### src/rtl/serial_word_tx.sv
// serial_word_tx
//   Parallel-to-serial transmitter for the serial divisibility-checker path.
//   It accepts one WIDTH-bit word over a valid/ready handshake. It then
//   raises a one-cycle clear pulse so the downstream checker restarts.
//   After that it shifts the word out MSB-first, one bit per clock.
//   While shifting, it works out its own "divisible by 3" verdict for the
//   same word, so the serial checker's answer can be cross-checked.
//
// Ports:
//   clk         system clock, rising-edge active
//   rst         asynchronous active-high reset
//   data_in     word to transmit, sampled only on an accepted load
//   load_valid  producer offers data_in
//   load_ready  block can accept a word this cycle (IDLE or DONE)
//   bit_out     serial data, MSB first, 0 when bit_valid is low
//   bit_valid   bit_out carries a payload bit this cycle
//   last_bit    bit_out is the LSB of the word
//   seq_clr     one-cycle restart pulse for the downstream checker
//   done        one-cycle pulse in the cycle after the final bit
//   div3        1 if the last transmitted word is a multiple of 3
module serial_word_tx #(
  parameter int WIDTH = 16
) (
  input  logic             clk,
  input  logic             rst,
  input  logic [WIDTH-1:0] data_in,
  input  logic             load_valid,
  output logic             load_ready,
  output logic             bit_out,
  output logic             bit_valid,
  output logic             last_bit,
  output logic             seq_clr,
  output logic             done,
  output logic             div3
);

  localparam int CNT_W = $clog2(WIDTH);
  localparam logic [CNT_W-1:0] CNT_MAX = CNT_W'(WIDTH - 1);

  typedef enum logic [1:0] {
    IDLE,
    CLEAR,
    SHIFT,
    DONE
  } state_t;

  state_t           state;
  state_t           state_next;
  logic [WIDTH-1:0] shreg;
  logic [CNT_W-1:0] cnt;
  logic [1:0]       rem;
  logic [1:0]       rem_next;
  logic             div3_q;
  logic             accept;
  logic             cnt_zero;

  // All outputs are decoded from the registered state and the datapath
  // registers only, so no input has a combinational path to an output.
  assign load_ready = (state == IDLE) || (state == DONE);
  assign seq_clr    = (state == CLEAR);
  assign bit_valid  = (state == SHIFT);
  assign bit_out    = (state == SHIFT) && shreg[WIDTH-1];
  assign cnt_zero   = (cnt == '0);
  assign last_bit   = (state == SHIFT) && cnt_zero;
  assign done       = (state == DONE);
  assign div3       = div3_q;
  assign accept     = load_valid && load_ready;

  // Remainder of the running prefix modulo 3. Appending a bit b to a
  // prefix with remainder r gives (2r + b) mod 3. Code 3 cannot be reached.
  always_comb begin
    rem_next = 2'd0;
    case ({rem, bit_out})
      3'b00_0: rem_next = 2'd0;
      3'b00_1: rem_next = 2'd1;
      3'b01_0: rem_next = 2'd2;
      3'b01_1: rem_next = 2'd0;
      3'b10_0: rem_next = 2'd1;
      3'b10_1: rem_next = 2'd2;
      default: rem_next = 2'd0;
    endcase
  end

  // State register.
  always_ff @(posedge clk or posedge rst) begin
    if (rst) begin
      state <= IDLE;
    end else begin
      state <= state_next;
    end
  end

  // Next-state logic. An accept in DONE goes straight to CLEAR so that
  // words can run back to back, one every WIDTH+2 cycles.
  always_comb begin
    state_next = state;
    case (state)
      IDLE:    if (accept) state_next = CLEAR;
      CLEAR:   state_next = SHIFT;
      SHIFT:   if (cnt_zero) state_next = DONE;
      DONE:    state_next = accept ? CLEAR : IDLE;
      default: state_next = IDLE;
    endcase
  end

  // Datapath. data_in is captured only on an accept, so any traffic on the
  // load side during CLEAR/SHIFT cannot disturb the word in flight. div3
  // changes only when the final bit is consumed, so it holds through IDLE.
  always_ff @(posedge clk or posedge rst) begin
    if (rst) begin
      shreg  <= '0;
      cnt    <= '0;
      rem    <= 2'd0;
      div3_q <= 1'b0;
    end else begin
      case (state)
        IDLE, DONE: begin
          if (accept) begin
            shreg <= data_in;
            cnt   <= CNT_MAX;
          end
        end
        CLEAR: begin
          rem <= 2'd0;
        end
        SHIFT: begin
          shreg <= {shreg[WIDTH-2:0], 1'b0};
          cnt   <= cnt - CNT_W'(1);
          rem   <= rem_next;
          if (cnt_zero) begin
            div3_q <= (rem_next == 2'd0);
          end
        end
        default: begin
        end
      endcase
    end
  end

endmodule
### config.mk
export PLATFORM = sky130hd
export DESIGN_NAME = serial_word_tx
export DESIGN_NICKNAME = d
export VERILOG_FILES = /design/src/rtl/serial_word_tx.sv
export SDC_FILE = /design/constraint.sdc
export NUM_CORES = 1
export LEC_CHECK = 0
export ABC_AREA = 1
export CAP_MARGIN = 20
export CORE_MARGIN = 3
export CORE_UTILIZATION = 35
export CTS_BUF_LIST = sky130_fd_sc_hd__clkbuf_4 sky130_fd_sc_hd__clkbuf_8
export CTS_CLUSTER_SIZE = 16
export DETAILED_ROUTE_END_ITERATION = 7
export PLACE_DENSITY_LB_ADDON = 0.1
export SYNTH_ARGS = -nofsm -noshare
export SYNTH_HDL_FRONTEND = slang
export SYNTH_SLANG_ARGS = --single-unit
### constraint.sdc
create_clock -name clk -period 2 [get_ports clk]
set_clock_uncertainty 0.2 [all_clocks]
set_input_delay 0.4 -clock clk [delete_from_list [all_inputs] [get_ports clk]]
set_output_delay 0.4 -clock clk [all_outputs]
set_load 0.005 [all_outputs]
==> key figures <==
Outcome
  • Status: complete, no violations

Logic synthesis
  • Share of flip-flops with an asynchronous set or reset: 100%
  • Top FF cell, synth: dfrtp_1
  • Mapped Area: approximately 1300 sq um
  • Synth Warn #: 0
  • Post-synthesis mux area share: 0%
  • Syn avg cell area: about 8.3 sq um
  • XOR/XNOR share of the synthesized area: 0.675%
  • Synth Area in Simple Gates: 25.8%
  • Post-synth EDFFs: 0
  • Seq/Total Area, Yosys: between 40% and 50%
  • Compound-gate portion of the synthesized area: a little over a tenth
  • Adder-Cell Fraction of Synth Area: 5.79%
  • Count of different cell masters after synthesis: 22
  • Syn Inst Count: ~160
  • Syn nets: approximately 180
  • Largest family of logic cells by synthesized area: simple AND/OR/NAND/NOR gates
  • #FFs+latches synth: 25

Floorplan
  • Initial core utilization: around 38%
  • DIE WIDTH: about 67 um
  • DIE HEIGHT: around 67 um
  • Die Footprint: between 4000 and 5000 sq um
  • Core footprint: between 3000 and 4000 sq um
  • Row count: 21
  • Ports: 26

Place
  • DP Wirelength: 2020 um
  • Gpl congestion: between 0.7 and 0.8
  • Pre-CTS setup slack: -0.0111 ns
  • Placed cells: 230
  • I/O Buffers: 25

Timing
  • RSZ-0062 raised after global routing: false
  • Final hold violation count: 0
  • Final Max Slew Viols: 0
  • Final setup margin: a little under 0.06 ns
  • Slew headroom: 78.8%
  • Fin Hold WS: around 0.28 ns
  • Fmax: just over 500 MHz
  • Worst-margin pin slew: roughly 0.32 ns
  • Final period utilization: a little over nine tenths
  • Tmin final: about 2 ns
  • # setup viols final: 0

Setup path
  • CP Launch Type: flip-flop
  • Worst EP arrival: around 1.3 ns
  • Reg2Reg Capture Point: cnt[0]
  • R2R Setup Slk: around 0.14 ns
  • Crit. End Element: output pin
  • Worst Path Max Fanout: 4
  • Crit Path Class: reg -> out
  • CP required: approximately 1.4 ns
  • Slowest stage delay, CP: between 0.4 and 0.5 ns
  • Worst-path cell chain: buf_6, ha_4, buf_6, dlygate4sd2_1
  • Reg2reg start: state[0]
  • Critical Path Most Common Cell: buf_6
  • CP max stage cell: dfrtp_1
  • R2R depth: 8

Layout
  • Area of the multi-input gates: ~600 sq um
  • Fraction of layout cells with a size suffix above 1: roughly 17%
  • Fin nets: ~220
  • FF+latch area: between 600 and 700 sq um
  • Area Growth Syn to Fin: 34.2%
  • Fin util: 50.6%
  • Fill cell count: 337
  • N_diodes: 0
  • Post-route insts no fill: roughly 240

Global route
  • Largest net degree at the start of global routing: 38
  • Tot GR Track Use: roughly 15%
  • Vias in the first global route: roughly 1.1k
  • Initial antenna violation count: 0
  • GR Overflow Total: 0
  • First-pass GRT wire length: ~5000 um

Power and ir drop
  • Combinational Power Share: 56.5%
  • Power Density: approximately 1600 nW/um^2
  • Internal power: 1.58 mW
  • Pleak: just over 0.8 nW
  • Clock share of power: 11.2%
  • VDD IR max: slightly above 1 mV
  • Seq pwr share: roughly a third
  • Switching share of power: roughly 42%
  • Switch Pwr: ~1.1 mW

Drt
  • Post-route DRC: 0
  • Drt wl/cell: about 12 um
  • Vias per cell: 4.76
  • DR vias: roughly 1.1k
  • Total iterations of the first detailed-routing run: 4
  • Final ANT Viol Nets: 0
  • DRT iter0 DRCs: 74
  • Final WL: around 2800 um

Clock network
  • Worst-skew pair later-pin latency: 0.26 ns
  • CTS tree: done
  • Post-CTS Hold Buffers: 0
  • Clock sink count: 25
  • Clock Tree Root: clkbuf_8
  • H-tree depth: 1
  • CTS Buf Count: 3
  • Clock Pin Slew Worst Setup and Hold Paths: roughly 0.080 ns
  • Clock buffer depth: 2

Min path
  • Min-Delay Path Class: in -> async

Run
  • Max Cap Violations: 0
==> flip-flops by register name, indices dropped and copies added (netlist names) <==
signal / flops
shreg: 16
cnt: 4
rem: 2
state: 2
div3: 1
==> stage by stage <==
stage | instance area [sq um] | power (mW) | TNS [ns]
after global routing | 1740 | 3.03 | 0
after floorplan | 1300 | 1.91 | 0
after CTS | 1710 | 2.69 | -0.0385
after detailed placement | 1620 | 2.32 | -0.0191
after global placement | 1620 | 2.26 | 0
final | 1740 | 2.72 | 0
==> synth_stat cells (2+ instances only) <==
library cell | n | area share (%)
nor2_1 | 18 | 5.2
buf_2 | 2 | 0.77
a31oi_1 | 16 | 7.7
nand2_1 | 48 | 14
o21ai_0 | 6 | 2.3
dfrtp_1 | 25 | 48
nand3_1 | 8 | 3.1
o22ai_1 | 2 | 0.96
ha_1 | 6 | 5.8
nand2_4 | 2 | 1.7
inv_1 | 12 | 3.5
==> logic make-up (layout without fill, tap and decap cells) <==
family                     after synthesis  after routing
and+or+nand+nor                         80             80
DFF                                     25             25
AOI/OAI and AO/OA                       24             24
buffers and inverters                   20             56
adders and majority gates                6              6
xor gates and xnor gates                 1              1
==> routing by layer <==
metal  GRT usage [%]  up-vias  part of all wire [%]
met5               0        -                     0
met4            4.30        0                  0.79
met3            4.22        5                   5.2
met2            25.4       18                    47
met1            17.6      529                    47
li1                -      581                     -
==> worst max-delay path by stage <==
stage	from	endpoint	slack [ns]	cells past startpoint
2_1_floorplan	state[0]	last_bit	0.28	5
3_3_place_gp	state[0]	load_ready	0.04	5
3_5_place_dp	state[0]	last_bit	-0.01	5
4_1_cts	state[1]	load_ready	-0.04	5
5_1_grt	state[1]	load_ready	0.004	5
6_report	state[1]	bit_valid	0.06	4
==> power by group through the flow <==
stage / Sequential, mW / Combinational, mW / Clock [mW]
after floorplan: 0.858 / 1.05 / 0
after global placement: 0.873 / 1.39 / 0
after detailed placement: 0.884 / 1.44 / 0
after CTS: 0.881 / 1.49 / 0.322
after global routing: 0.907 / 1.78 / 0.346
final: 0.880 / 1.54 / 0.305
==> critical path, delay by kind of cell, from the launching register on <==
family / cells / cell delay [ns]
buffers and inverters: 3 / 0.49
DFF: 1 / 0.42
adders and majority gates: 1 / 0.16
==> cells in the final DEF, fill, tap and decap left out <==
master	count
nand3_1	8
inv_2	5
clkbuf_2	1
clkbuf_4	1
buf_6	3
clkdlybuf4s50_1	19
o21ai_0	6
nor3_1	1
dlygate4sd2_1	3
o22ai_1	2
nand2_4	1
buf_4	11
ha_2	1
nand2_2	2
ha_4	2
clkbuf_8	3
nand3b_1	1
nand2_8	1
nor2_2	1
nand2_1	47
clkdlybuf4s15_1	2
xor2_1	1
a31oi_1	16
dfrtp_1	25
nor2_1	17
ha_1	3
nand4_1	1
inv_1	8
==> final cells by class <==
type | count | share of cell area (%)
sequential | 25 | 35.9
multi-input combinational | 111 | 34.6
timing repair buffer | 39 | 20.5
clock buffer | 4 | 2.80
inverter | 13 | 2.80
tap | 46 | 3.30
==> timing repair <==
action | 4_1_cts | 5_1_grt
pin swaps | 0 | 1
setup buffers | 2 | 2
gates resized for setup | 13 | 11
setup endpoints to repair | 7 | 21
(Power assumes the default switching activity.)
